### src/rtl/fetch_unit.sv
// fetch_unit: owns the fetch PC, issues word reads to instruction memory under a
// credit limit of QUEUE_DEPTH, buffers responses in an in-order queue and hands
// {word, PC} to decode over a valid/ready handshake. Redirects flush the queue and
// discard responses of reads that were already in flight.
// Optional feature macro: FETCH_MISALIGN_CHECK_EN (misaligned redirect flag + halt).

// Simulation-only checker: a memory response must always belong to an in-flight read.
module fetch_unit_checker #(
    parameter int CW = 2
) (
    input logic          clk,
    input logic          rst,
    input logic          rsp_valid,
    input logic [CW-1:0] inflight
);
    // A response while nothing is outstanding is an illegal memory behaviour.
    rsp_needs_inflight_a: assert property (@(posedge clk) disable iff (rst)
        rsp_valid |-> (inflight != '0));
endmodule

module fetch_unit #(
    parameter logic [31:0] RESET_VECTOR = 32'h0000_0000,
    parameter int          QUEUE_DEPTH  = 2
) (
    input  logic        i_Clock,
    input  logic        i_Reset,
    output logic        o_IMemReq,
    output logic [31:0] o_IMemAddr,
    input  logic        i_IMemGnt,
    input  logic        i_IMemRspValid,
    input  logic [31:0] i_IMemRspData,
    output logic        o_Valid,
    input  logic        i_Ready,
    output logic [31:0] o_InstructionWord,
    output logic [31:0] o_InstructionPC,
    input  logic        i_Redirect,
    input  logic [31:0] i_RedirectPC,
    output logic        o_FetchMisaligned
);
    localparam int PW = (QUEUE_DEPTH > 1) ? $clog2(QUEUE_DEPTH) : 1;
    localparam int CW = PW + 1;

    logic [31:0]   pc_q, pc_d;
    logic [31:0]   rsp_pc_q, rsp_pc_d;      // PC of the next non-dropped response
    logic [31:0]   word_q [QUEUE_DEPTH];
    logic [31:0]   word_d [QUEUE_DEPTH];
    logic [31:0]   qpc_q  [QUEUE_DEPTH];
    logic [31:0]   qpc_d  [QUEUE_DEPTH];
    logic [PW-1:0] rd_ptr_q, rd_ptr_d;
    logic [PW-1:0] wr_ptr_q, wr_ptr_d;
    logic [CW-1:0] count_q, count_d;
    logic [CW-1:0] inflight_q, inflight_d;
    logic [CW-1:0] drop_q, drop_d;
    logic          halt_q, halt_d;

    logic [31:0]   target_s;
    logic          misalign_s;
    logic [CW:0]   used_s;
    logic          valid_s;
    logic          req_s;
    logic          gnt_s;
    logic          pop_s;
    logic          push_s;

`ifdef FETCH_MISALIGN_CHECK_EN
    assign target_s          = i_RedirectPC;
    assign misalign_s        = (i_RedirectPC[1:0] != 2'b00);
    assign o_FetchMisaligned = halt_q && !i_Reset;
`else
    logic unused_rpc_s;
    assign unused_rpc_s      = ^i_RedirectPC[1:0];
    assign target_s          = {i_RedirectPC[31:2], 2'b00};
    assign misalign_s        = 1'b0;
    assign o_FetchMisaligned = 1'b0;
`endif

    assign used_s  = {1'b0, count_q} + {1'b0, inflight_q};
    assign valid_s = (count_q != '0);

    // Issue, handshake and response qualification for the current cycle.
    always_comb begin
        req_s  = 1'b0;
        if (!i_Reset && !i_Redirect && !halt_q && (used_s < (CW+1)'(QUEUE_DEPTH))) begin
            req_s = 1'b1;
        end else begin
            req_s = 1'b0;
        end
        gnt_s  = req_s && i_IMemGnt;
        pop_s  = valid_s && i_Ready;
        push_s = i_IMemRspValid && (drop_q == '0);
    end

    // Next-state computation for PC, queue, credit and drop accounting.
    always_comb begin
        pc_d       = pc_q;
        rsp_pc_d   = rsp_pc_q;
        word_d     = word_q;
        qpc_d      = qpc_q;
        rd_ptr_d   = rd_ptr_q;
        wr_ptr_d   = wr_ptr_q;
        count_d    = count_q;
        inflight_d = inflight_q;
        drop_d     = drop_q;
        halt_d     = halt_q;
        if (i_Redirect) begin
            // No grant is possible here; everything still outstanding becomes stale.
            pc_d       = target_s;
            rsp_pc_d   = target_s;
            rd_ptr_d   = '0;
            wr_ptr_d   = '0;
            count_d    = '0;
            inflight_d = inflight_q - CW'(i_IMemRspValid);
            drop_d     = inflight_q - CW'(i_IMemRspValid);
            halt_d     = misalign_s;
        end else begin
            if (gnt_s) begin
                pc_d = pc_q + 32'd4;
            end else begin
                pc_d = pc_q;
            end
            inflight_d = inflight_q + CW'(gnt_s) - CW'(i_IMemRspValid);
            if (i_IMemRspValid && !push_s) begin
                drop_d = drop_q - CW'(1);
            end else begin
                drop_d = drop_q;
            end
            if (push_s) begin
                word_d[wr_ptr_q] = i_IMemRspData;
                qpc_d[wr_ptr_q]  = rsp_pc_q;
                wr_ptr_d         = wr_ptr_q + PW'(1);
                rsp_pc_d         = rsp_pc_q + 32'd4;
            end else begin
                wr_ptr_d = wr_ptr_q;
            end
            if (pop_s) begin
                rd_ptr_d = rd_ptr_q + PW'(1);
            end else begin
                rd_ptr_d = rd_ptr_q;
            end
            count_d = count_q + CW'(push_s) - CW'(pop_s);
        end
    end

    // State registers with synchronous reset.
    always_ff @(posedge i_Clock) begin
        if (i_Reset) begin
            pc_q       <= RESET_VECTOR;
            rsp_pc_q   <= RESET_VECTOR;
            rd_ptr_q   <= '0;
            wr_ptr_q   <= '0;
            count_q    <= '0;
            inflight_q <= '0;
            drop_q     <= '0;
            halt_q     <= 1'b0;
            for (int i = 0; i < QUEUE_DEPTH; i++) begin
                word_q[i] <= 32'd0;
                qpc_q[i]  <= 32'd0;
            end
        end else begin
            pc_q       <= pc_d;
            rsp_pc_q   <= rsp_pc_d;
            rd_ptr_q   <= rd_ptr_d;
            wr_ptr_q   <= wr_ptr_d;
            count_q    <= count_d;
            inflight_q <= inflight_d;
            drop_q     <= drop_d;
            halt_q     <= halt_d;
            word_q     <= word_d;
            qpc_q      <= qpc_d;
        end
    end

    assign o_IMemReq         = req_s;
    assign o_IMemAddr        = pc_q;
    assign o_Valid           = valid_s && !i_Reset;
    assign o_InstructionWord = word_q[rd_ptr_q];
    assign o_InstructionPC   = qpc_q[rd_ptr_q];

    fetch_unit_checker #(.CW(CW)) u_checker (
        .clk       (i_Clock),
        .rst       (i_Reset),
        .rsp_valid (i_IMemRspValid),
        .inflight  (inflight_q)
    );
endmodule

### config.mk
export PLATFORM = sky130hd
export DESIGN_NAME = fetch_unit
export DESIGN_NICKNAME = d
export VERILOG_FILES = /design/src/rtl/fetch_unit.sv
export SDC_FILE = /design/constraint.sdc
export NUM_CORES = 1
export LEC_CHECK = 0
export BUFFER_PORTS_ARGS = -buffer_cell sky130_fd_sc_hd__buf_2
export CORE_MARGIN = 2
export CORE_UTILIZATION = 60
export DETAILED_ROUTE_END_ITERATION = 10
export GPL_TIMING_DRIVEN = 0
export PLACE_DENSITY = 0.94
export RECOVER_POWER = 25
export SLEW_MARGIN = 20
export SYNTH_ARGS = -nofsm -noshare
export SYNTH_HDL_FRONTEND = slang
export SYNTH_SLANG_ARGS = --single-unit
export TNS_END_PERCENT = 10
### constraint.sdc
create_clock -name i_Clock -period 4.8 [get_ports i_Clock]
set_input_delay 0.48 -clock i_Clock [delete_from_list [all_inputs] [get_ports i_Clock]]
set_output_delay 0.48 -clock i_Clock [all_outputs]
set_load 0.02 [all_outputs]
* Word-level counts from Yosys, hierarchy flattened
Cells that the tools add are included.
** Storage, ports and cells
- Bits in registers :: 200
** Cells by class
- $add $sub $neg :: 11
- Magnitude comparators :: 4
- Multiplexer cells :: 18
- Bitwise logic cells :: 3
- Reductions and logical operators :: 18
** Operators by type and width (count)
- two-way mux 32 bit :: 11
- bitwise mux 64 bit :: 2
- adder 32 x 3 -> 32 bit, second input constant :: 2
- demux 32 bit (select 1 bit) :: 1
- logical AND 1 bit :: 8
- nonzero test 2 bit :: 4
- two-way mux 2 bit :: 3
- subtractor 2 x 1 -> 2 bit :: 3
- adder 2 x 1 -> 2 bit :: 2
- greater-or-equal comparator 2 bit, second input constant :: 2
- inverter 1 -> 2 bit :: 2
- adder 2 x 2 -> 3 bit :: 1
- zero test 1 bit :: 3
- less-than comparator 3 x 2 -> 1 bit, second input constant :: 1
- adder 1 bit, second input constant :: 2
- zero test 2 bit :: 1
- less-than comparator 2 x 1 -> 1 bit, second input constant :: 1
- AND reduction 2 bit :: 1
- OR reduction 2 bit :: 1
- subtractor 2 x 1 -> 2 bit, second input constant :: 1
- two-way mux 1 bit :: 1
- inverter 1 bit :: 1

* Logic depth before layout (Yosys ltp)
Gate-level depths: netlist (run 1).
- Depth after elaboration :: 8
- Gate-level depth with buffers :: 11

* Worst setup path before layout (run 1)
OpenSTA, ideal clock, no wires.
- Kind :: register to register
- From :: reg inflight_q[0]
- To :: reg inflight_q[1]
- Arrival :: 2653 ps
- Data required time :: 4672 ps
- Setup slack :: 2020 ps
- Stages on the path, launching flop included :: 12
- Path buffers :: 0
- Path through :: dfxtp_1 -> and2_1 -> fa_1 -> nor3b_1 -> nand2_1 -> ha_1 -> inv_1 -> ha_1 -> xnor2_1 -> o21ai_0 -> xnor2_1 -> nor2_1
** On the way
- Longest elaborated chain between the ends :: 8
- Elaborated cells between the ends (all ways) :: 9
** Ends and longest elaborated chain
- start: declaration :: line 52 : logic [CW-1:0] inflight_q, inflight_d;
- start signal: assignment :: line 165 : inflight_q <= inflight_d;
- adder 2 x 2 -> 3 bit :: line 77 : assign used_s = {1'b0, count_q} + {1'b0, inflight_q};
- less-than comparator 3 x 2 -> 1 bit :: line 83 : if (!i_Reset && !i_Redirect && !halt_q && (used_s < (CW+1)'(QUEUE_DEPTH))) begin
- logical AND 1 bit :: line 83
- two-way mux 1 bit :: line 83
- logical AND 1 bit :: line 88 : gnt_s = req_s && i_IMemGnt;
- adder 2 x 1 -> 2 bit :: line 121 : inflight_d = inflight_q + CW'(gnt_s) - CW'(i_IMemRspValid);
- subtractor 2 x 1 -> 2 bit :: line 121
- two-way mux 2 bit * :: line 105 : if (i_Redirect) begin
Every way passes the cells marked *; elsewhere a longest branch is shown, timed or not.
A chain may end at the register's enable or synchronous reset.

* Worst setup path in the final report (run 1)
Ends and elaborated chain as after synthesis.

==> summary.md, run 1 <==
| Metric | Value |
|---|---|
| Clock latency on the worst-skew pair | `approximately 450 ps` |
| Worst EP arrival | `~3800 ps` |
| Placer Congestion | `0.982` |
| Hold Vio Cnt, Final | `0` |
| Post-Syn Instances | `~1100` |
| Core Box Area | `around 15000 um^2` |
| Top layer in use | `met4` |
| First-pass GRT wire length | `between 40 and 50 mm` |
| Relative slew slack | `around 7.4%` |
| Top-level I/O count | `between 150 and 200` |
| Total Power | `roughly 3700 uW` |
| Commonest cells in the netlist | `nand2_1 (280), dfxtp_1 (192), a21oi_1 (146), clkbuf_1 (72), mux2_2 (62)` |
| Yosys top cell by area | `dfxtp_1` |
| Synth warnings | `0` |
| Leakage | `roughly 0.004 uW` |
| CP required | `just over 5000 ps` |
| Share of cells above drive strength 1 | `around 18%` |
| Clk sink count | `around 190` |
| Period minus WS final | `about 3500 ps` |
| Max FO, Critical Path | `8` |
| # setup viols final | `0` |
| Post-CTS Resized | `0` |
| Worst hold path class | `in -> reg` |
| Via/cell ratio | `roughly 6.3` |
| I/O Buffers | `159` |
| Pwr dens | `350 nW/um^2` |
| Final core occ | `about 72%` |
| Asr flop ratio synth | `0%` |
| Setup_tns | `0 ps` |
| Initial antenna violation count | `0` |
| CTS tree | `done` |
| Synth area leaders | `dfxtp_1 (43%), nand2_1 (12%), a21oi_1 (8.2%), mux2_2 (7.8%), clkbuf_1 (3.0%)` |
| Die ar. | `roughly 16000 um^2` |
| RSZ-0062 raised after global routing | `no` |
| Largest net degree at the start of global routing | `18` |
| Hold Startpoint | `i_IMemRspData[21]` |
| Met3 WL post-DR | `2.88 mm` |
| Number of global-route vias before repair | `between 9000 and 10000` |
| Worst Setup Start Kind | `register` |
| Setup CP Type | `reg -> reg` |
| Status | `finished, final reports clean` |
| Routed wire length | `27.8 mm` |
| Filler cell count in the final layout | `1034` |
| Initial Utilization | `61.4%` |
| Synth Flop Type | `dfxtp_1` |
| Initial DRC count | `~1400` |
| Area Overhead vs Synth | `18.0%` |
| Achievable Freq | `a little under 300 MHz` |
| Top-count cell post-synth | `nand2_1` |
| Synth cell types | `54` |
| Routed wl met2 | `between 10 and 15 mm` |
| Antenna Cells | `0` |
| Htree depth | `4` |
| Netlist Area Pre-Place | `8960 um^2` |
| Share of the synthesized area in the top cell type | `roughly 43%` |
| Final Cycle Share | `71.9%` |
| Max-Cap Viols | `0` |
| RR Startpoint | `inflight_q[0]$_SDFF_PP0_` |
| Avg WL per Cell | `around 19 um` |
| Setup crit end kind | `register` |
| Clk pin slew, worst setup/hold paths | `70 ps` |
| M1 wire length | `about 10 mm` |
| DP Wirelength | `18.9 mm` |
| Syn_area_per_cell | `~8 um^2` |
| Vias | `9258` |
| ANT nets after route | `0` |
| Count of state elements after synthesis | `192` |
| GRT Total Usage | `about a third` |
| DRC | `0` |
| CTS buffer count | `17` |
| Post-Route Skew | `~8.4 ps` |
| Sequential share of the synthesized area | `about 43%` |
| Worst slack, placed | `approximately 1400 ps` |
| Crit path launch | `inflight_q[0]$_SDFF_PP0_` |
| Hold buffer count at CTS | `0` |
| Number of flops mapped to enable cells by yosys | `0` |
| Die width | `roughly 130 um` |
| Nets | `1362` |
| Post-CTS setup buffers | `0` |
| Worst vdd ir | `0.295 mV` |
| Max-slew violations | `0` |
| CTS Root Cell | `clkbuf_16` |
| Fin worst setup slack | `about 1300 ps` |
| Gr ovfl total | `0` |
| First-pass detailed-route iteration total | `6` |
| Slew @ Worst Pin | `between 1000 and 1500 ps` |
| Clock Path Buffers | `2` |
| # rows | `44` |
| Die outline height | `roughly 130 um` |
==> through the flow <==
| stage | instance area, um^2 | hold WS, ps | std cells |
|---|---|---|---|
| 2_1_floorplan | 8970 | 433 | 1105 |
| 3_3_place_gp | 10000 | 438 | 1448 |
| 3_5_place_dp | 10000 | 444 | 1448 |
| 4_1_cts | 10600 | 269 | 1480 |
| 5_1_grt | 10600 | 281 | 1480 |
| 6_report | 10600 | 273 | 1480 |
==> logic make-up (layout without fill, tap and decap cells) <==
| kind of cell | Yosys count | after routing | share of synthesized area (%) |
|---|---|---|---|
| fa+ha+maj | 9 | 9 | 1.34 |
| other cells | 1 | 5 | 0.0419 |
| flops | 192 | 192 | 42.9 |
| xor+xnor | 30 | 30 | 2.93 |
| compound gates | 247 | 247 | 16.8 |
| mux | 64 | 64 | 8.02 |
| buf+inv | 113 | 304 | 5.08 |
| simple gates | 445 | 445 | 22.9 |
==> layout by cell type, fill, tap and decap left out, types with 10 or more instances in the layout <==
cell	instances
a211oi_1	15
a21boi_0	14
a21oi_1	146
a31oi_1	14
and3_1	11
and4_1	10
buf_2	129
clkbuf_1	108
clkbuf_16	17
dfxtp_1	192
inv_1	27
mux2_2	61
nand2_1	280
nand3_1	18
nand4_1	25
nor2_1	22
nor3_1	16
nor4_1	17
o21bai_1	10
o31a_1	14
or3_1	14
or4_1	14
xnor2_1	17
xor2_1	13
==> registers in the layout, summed over array words and instances (netlist names) <==
name	flops
rd_ptr_q	1
count_q	2
drop_q	2
wr_ptr_q	1
word_q	64
inflight_q	2
o_IMemAddr	30
rsp_pc_q	30
qpc_q	60
==> layout make-up <==
cell class                      instances  area [um^2]  area share, %
Clock buffer                           19          443           4.19
Clock inverter                         13          175           1.66
Timing Repair Buffer                  159          756           7.15
Inverter                               27          101          0.959
Multi-Input combinational cell        800         4680           44.2
Tap cell                              184          230           2.18
Sequential cell                       192         3840           36.4
Buffer                                 86          347           3.28
==> metal layers <==
layer  up-vias  track usage (%)
met1      4282             43.2
met4         0             19.3
met2       638             55.9
li1       4209                -
met5         -                0
met3       129             7.31
==> worst max-delay path, cell delays in order, from the launching register on <==
cell     delay (ps)
dfxtp_1         330
and2_0          170
fa_1            500
nor3b_1         920
nand2_1         290
ha_1            380
inv_1            40
ha_1            180
xnor2_1         120
o21ai_0         190
xnor2_1         150
nor2_1           60
==> path summary, 6_finish.rpt <==
check | cells past startpoint | slack, ps | to
min | 3 | 270 | word_q[53]$_SDFFE_PP0P_
min reg2reg | 2 | 450 | qpc_q[55]$_SDFFE_PP0P_
max reg2reg | 11 | 1350 | inflight_q[1]$_SDFF_PP0_
max | 11 | 1350 | inflight_q[1]$_SDFF_PP0_
==> report_power, final <==
part,internal [uW],switching (uW),leakage (uW)
combinational,164,305,0.00210
sequential,1660,76.3,0.00157
clock,843,652,0.000289
total,2670,1030,0.00395
(Power assumes the default switching activity.)
==> inputs of run 2 (changes only) <==
CORE_UTILIZATION = 50   (was 60)
PLACE_DENSITY = 0.85   (was 0.94)
clock period = 2.89 ns   (was 4.8 ns; I/O delays follow)
==> summary.md, run 2 (synthesis gave the netlist of run 1 again) <==
| Metric | Value |
|---|---|
| CTS Root Cell | `clkbuf_16` |
| Setup CP Type | `reg -> reg` |
| Via/cell ratio | `approximately 5.7` |
| Max-Cap Viols | `0` |
| Top layer in use | `met4` |
| Pwr dens | `~560 nW/um^2` |
| Nets | `around 1400` |
| Met3 WL post-DR | `2.03 mm` |
| Most common cell after layout, fill and taps aside | `nand2_1` |
| Max FO, Critical Path | `9` |
| Die outline height | `around 140 um` |
| CTS tree | `done` |
| Hold Vio Cnt, Final | `0` |
| CTS buffer count | `17` |
| DP Wirelength | `around 19 mm` |
| Min Hold Slack | `just over 90 ps` |
| Post-Route Skew | `13.2 ps` |
| Achievable Freq | `about 360 MHz` |
| Worst hold path class | `in -> reg` |
| Avg WL per Cell | `~17 um` |
| Die ar. | `around 19000 um^2` |
| DRC | `0` |
| Routed wl met2 | `between 10 and 15 mm` |
| Vias | `between 8000 and 9000` |
| Clk pin slew, worst setup/hold paths | `roughly 80 ps` |
| # setup viols final | `0` |
| Gr ovfl total | `0` |
| First-pass detailed-route iteration total | `5` |
| # rows | `between 40 and 50` |
| Htree depth | `4` |
| Leakage | `around 0.0040 uW` |
| Clk sink count | `192` |
| Worst Setup Start Kind | `register` |
| Number of global-route vias before repair | `between 8000 and 9000` |
| Regs by FF count | `word_q: 64 flops, qpc_q: 60 flops` |
| Status | `finished, final reports clean` |
| Fin worst setup slack | `~95 ps` |
| Core Box Area | `17400 um^2` |
| Setup slack, reg-to-reg | `roughly 95 ps` |
| Setup_tns | `0 ps` |
| ANT nets after route | `0` |
| Top reg by flops | `word_q` |
| Setup crit end kind | `register` |
| Max-slew violations | `0` |
| Share of cells above drive strength 1 | `19.1%` |
| Worst vdd ir | `approximately 0.47 mV` |
| Initial Utilization | `51.4%` |
| Area Overhead vs Synth | `18.8%` |
| Worst EP arrival | `about 3100 ps` |
| Initial antenna violation count | `0` |
| Period minus WS final | `around 2800 ps` |
| Worst slack, placed | `-519 ps` |
| CP required | `3230 ps` |
| Largest net degree at the start of global routing | `20` |
| Die width | `~140 um` |
| Relative slew slack | `around a third` |
| Clock Path Buffers | `2` |
| RSZ-0062 raised after global routing | `yes` |
| I/O Buffers | `~160` |
| Most frequent cells in the layout | `nand2_1 (280), dfxtp_1 (190), a21oi_1 (146)` |
| Routed wire length | `~26 mm` |
| Slew @ Worst Pin | `approximately 970 ps` |
| Placer Congestion | `between 0.9 and 1` |
| First-pass GRT wire length | `40.2 mm` |
| M1 wire length | `between 10 and 15 mm` |
| Initial DRC count | `641` |
| Top-level I/O count | `169` |
| Clock latency on the worst-skew pair | `440 ps` |
| Final Cycle Share | `96.7%` |
| GRT Total Usage | `27.2%` |
| Max FFs per register | `64` |
| Antenna Cells | `0` |
-- run 2: cell types whose count changed in the layout (fill, tap and decap cells not counted), moves of 2 or more --
cell / delta
and2_1: +2
inv_8: +2
nor3b_1: -2
dfxtp_1: -2
clkbuf_1: -5
clkinvlp_4: -4
dfxtp_2: +2
bufinv_16: -3
clkinv_2: +2
buf_2: +2
inv_6: +3
and2_0: -2
buf_4: +3
-- run 2: layout make-up --
type | count | area (um^2)
Clock buffer | 17 | 425
Buffer | 86 | 354
Multi-Input combinational cell | 800 | 4710
Timing Repair Buffer | 162 | 781
Fill cell | 1553 | 6770
Tap cell | 225 | 282
Inverter | 27 | 101
Sequential cell | 192 | 3850
Clock inverter | 15 | 139
-- run 2: final timing paths --
path	from	endpoint	depth (start not counted)
max	count_q[0]$_SDFF_PP0_	o_IMemAddr[21]$_SDFFE_PP0P_	7
min reg2reg	qpc_q[61]$_SDFFE_PP0P_	qpc_q[61]$_SDFFE_PP0P_	2
max reg2reg	count_q[0]$_SDFF_PP0_	o_IMemAddr[21]$_SDFFE_PP0P_	7
min	i_IMemRspData[10]	word_q[10]$_SDFFE_PP0P_	3
-- run 2: power breakdown --
part | switching [uW] | internal (uW) | leakage (uW)
Clock | 1150 | 1140 | 0.000282
Combinational | 492 | 291 | 0.00213
Sequential | 122 | 2760 | 0.00157
Total | 1770 | 4190 | 0.00398
-- run 2: critical path, cell delays in order (launching register included) --
cell and delay [ps]:
dfxtp_2 350, and2_1 140, fa_2 490, or3b_4 410, or4_1 520, clkbuf_1 220, o31a_1 340, o31a_1 240
-- run 2: what timing repair did --
action | 4_1_cts | 5_1_grt
setup buffers | 0 | 3
hold endpoints to repair | 0 | 0
pin swaps | 0 | 3
gates resized for setup | 4 | 3
endpoints found under the setup margin | 3 | 10
hold buffers | 0 | 0
-- run 2: stage by stage --
| step | instance area (um^2) | power (uW) | std cells | utilization, % |
|---|---|---|---|---|
| after floorplan | 8970 | 3400 | 1105 | - |
| after CTS | 10600 | 5940 | 1521 | 61.1 |
| after detailed placement | 10100 | 3690 | 1489 | 57.7 |
| final | 10600 | 5960 | 1524 | 61.1 |
| after global placement | 10100 | 3670 | 1489 | 57.7 |
| after global routing | 10600 | 6160 | 1524 | 61.1 |
-- run 2: routing by layer --
metal | up-vias | GRT usage (%)
li1 | 4218 | -
met1 | 4089 | 35.8
met2 | 384 | 44.5
met3 | 55 | 5.41
met4 | 0 | 9.47
met5 | - | 0
==> inputs of run 3 (changes only) <==
ABC_AREA = 1   (was default)
CORE_UTILIZATION = 51   (was 50)
PLACE_DENSITY = 0.86   (was 0.85)
==> summary.md, run 3 <==
| Metric | Value |
|---|---|
| Status | `finished, final reports clean` |
| Synth area leaders | `dfxtp_1 (40%), nand2_1 (13%), o21ai_0 (11%), a21oi_1 (7.8%), inv_1 (6.5%)` |
| Period minus WS final | `about 2700 ps` |
| P_sw | `1890 uW` |
| DRC | `0` |
| Comb pwr share | `between 15 and 20%` |
| Initial Utilization | `51.6%` |
| Clock latency on the worst-skew pair | `450 ps` |
| Regs by FF count | `word_q: 64 flops, qpc_q: 60 flops` |
| Worst Setup Start Kind | `register` |
| Post-DP Area | `~11000 um^2` |
| Area Overhead vs Synth | `17.3%` |
| Post-Syn Instances | `1446` |
| Top reg by flops | `word_q` |
| Sw Ratio | `between 20% and 30%` |
| Setup slack, reg-to-reg | `around 410 ps` |
| Synth Area in Compound Gates | `between 20% and 30%` |
| GRT Total Usage | `between 20% and 30%` |
| CTS tree | `done` |
| First-pass GRT wire length | `roughly 46 mm` |
| Most frequent cells in the layout | `nand2_1 (340), o21ai_0 (220), dfxtp_1 (192)` |
| Post-Synth Adder-Cell Area | `roughly 1.3%` |
| Worst Hold Path EP | `word_q[56]$_SDFFE_PP0P_` |
| Leakage | `between 0.004 and 0.005 uW` |
| Most common cell after layout, fill and taps aside | `nand2_1` |
| Max FFs per register | `between 60 and 70` |
| Clk sink count | `192` |
| Final core occ | `between 60 and 70%` |
| Post-Route Skew | `15.8 ps` |
| Yosys top cell by area | `dfxtp_1` |
| CTS buffer count | `17` |
| Clock power frac | `about two fifths` |
| Via/cell ratio | `about 5.5` |
| Register share of total power | `a little under half` |
| Placer Congestion | `approximately 1` |
| Pint | `between 4000 and 5000 uW` |
| Largest net degree at the start of global routing | `19` |
| Max-slew violations | `0` |
| Achievable Freq | `376 MHz` |
| Filler cell count in the final layout | `approximately 1700` |
| Main combinational cell family by area after synthesis | `simple AND/OR/NAND/NOR gates` |
| Avg WL per Cell | `15.3 um` |
| Nets | `roughly 1700` |
| Die ar. | `roughly 20000 um^2` |
| Post-CTS setup buffers | `0` |
| Top-count cell post-synth | `nand2_1` |
| Die outline height | `between 100 and 150 um` |
| Post-Synth XOR/XNOR Area | `around 1.9%` |
| Syn_area_per_cell | `6.63 um^2` |
| # rows | `50` |
| Max FO, Critical Path | `10` |
| Post-Synth Simple-Gate Area | `about a quarter` |
| # setup viols final | `0` |
| Synth Flop Type | `dfxtp_1` |
| Synth warnings | `0` |
| Post-Place Cells | `between 1500 and 2000` |
| Relative slew slack | `54.4%` |
| Top layer in use | `met4` |
| Sequential share of the synthesized area | `between 40 and 50%` |
| I/O Buffers | `around 160` |
| Slew @ Worst Pin | `around 680 ps` |
| Setup_tns | `0 ps` |
| Gr ovfl total | `0` |
| Post-synthesis mux area share | `0%` |
| Hold Startpoint | `i_IMemRspData[24]` |
| Die width | `between 100 and 150 um` |
| Initial DRC count | `between 900 and 1000` |
| Worst hold path class | `in -> reg` |
| Post-CTS Resized | `0` |
| Hold Vio Cnt, Final | `0` |
| Top-level I/O count | `roughly 170` |
| Final Cell Area | `roughly 11000 um^2` |
| Antenna Cells | `0` |
| M1 wire length | `12.1 mm` |
| Max-Cap Viols | `0` |
| Setup crit end kind | `output pin` |
| Final Cycle Share | `between 90% and 100%` |
| Core Box Area | `about 19000 um^2` |
| Setup CP Type | `reg -> out` |
| Worst r2r dst | `inflight_q[1]$_SDFF_PP0_` |
| Number of flops mapped to enable cells by yosys | `0` |
| Share of cells above drive strength 1 | `roughly 14%` |
| Met3 WL post-DR | `slightly below 3 mm` |
| Share of the synthesized area in the top cell type | `40.1%` |
| CP required | `2600 ps` |
| ANT nets after route | `0` |
| Non-filler instance count after layout | `between 1500 and 2000` |
| Initial antenna violation count | `0` |
| Hold path cells | `3` |
| Worst vdd ir | `approximately 0.41 mV` |
| Number of global-route vias before repair | `around 9300` |
| DP Wirelength | `approximately 21 mm` |
| Count of state elements after synthesis | `192` |
| R2R cell count | `12` |
| Asr flop ratio synth | `0%` |
| Htree depth | `4` |
| Worst EP arrival | `2370 ps` |
| Commonest cells in the netlist | `nand2_1 (338), o21ai_0 (220), dfxtp_1 (192), inv_1 (167), nor2_1 (157)` |
| Pwr dens | `between 500 and 600 nW/um^2` |
| CTS Root Cell | `clkbuf_16` |
| Vias | `around 10000` |
| First-pass detailed-route iteration total | `6` |
| Synth cell types | `38` |
| Clock Path Buffers | `2` |
| Hold buffer count at CTS | `0` |
| RSZ-0062 raised after global routing | `no` |
| RR Startpoint | `inflight_q[0]$_SDFF_PP0_` |
| Routed wl met2 | `approximately 13 mm` |
| Clk pin slew, worst setup/hold paths | `80 ps` |
| Netlist Area Pre-Place | `around 9600 um^2` |
| Routed wire length | `around 29 mm` |
[run 3: through the flow]
step | total power, uW | hold slack (ps) | setup WS (ps)
after detailed placement | 3920 | 438 | 417
final | 6330 | 81.5 | 230
after CTS | 6310 | 84.0 | 246
after global routing | 6550 | 84.2 | 109
after global placement | 3890 | 433 | 471
after floorplan | 3570 | 424 | 592
[run 3: final cells by class]
class	instances	area, um^2	share of cell area [%]
buffer	77	375	3.34
clock buffer	18	439	3.91
clock inverter	13	168	1.49
inverter	173	663	5.90
multi-input combinational	1008	4690	41.8
sequential	192	3840	34.2
tap	234	293	2.60
timing repair buffer	161	766	6.81
[run 3: kinds of logic (layout without fill, tap and decap cells)]
family,count (synthesis),after routing
simple gates,575,575
flops,192,192
compound gates,398,398
xor+xnor,21,21
fa+ha+maj,9,9
other cells,1,5
buf+inv,250,442
[run 3: how the worst max path moves through the flow]
stage,start,endpoint,cells after the start
floorplan,count_q[0]$_SDFF_PP0_,inflight_q[1]$_SDFF_PP0_,12
global route,rd_ptr_q$_SDFFE_PP0P_,o_InstructionPC[28],6
detailed placement,inflight_q[0]$_SDFF_PP0_,inflight_q[1]$_SDFF_PP0_,12
CTS,rd_ptr_q$_SDFFE_PP0P_,o_InstructionPC[19],6
finish,rd_ptr_q$_SDFFE_PP0P_,o_InstructionPC[19],6
global placement,count_q[0]$_SDFF_PP0_,inflight_q[1]$_SDFF_PP0_,12
[run 3: power by group through the flow]
stage	clock [uW]	sequential, uW	combinational (uW)
after floorplan	0	2970	597
after global placement	0	2970	922
after detailed placement	0	2980	943
after CTS	2440	2920	954
after global routing	2550	2940	1060
final	2450	2930	955
[run 3: worst max-delay path, stage by stage, from the launching register on]
cell and delay [ps]:
dfxtp_1 320, inv_1 230, clkbuf_1 450, clkbuf_1 420, nand2_1 100, o21ai_0 170
buf_2 240
[run 3: routing by layer]
layer  vias up  global-route usage, %
met1      4625                   38.0
met3        56                   5.37
li1       4989                      -
met5         -                      0
met4         0                   9.95
met2       570                   46.0
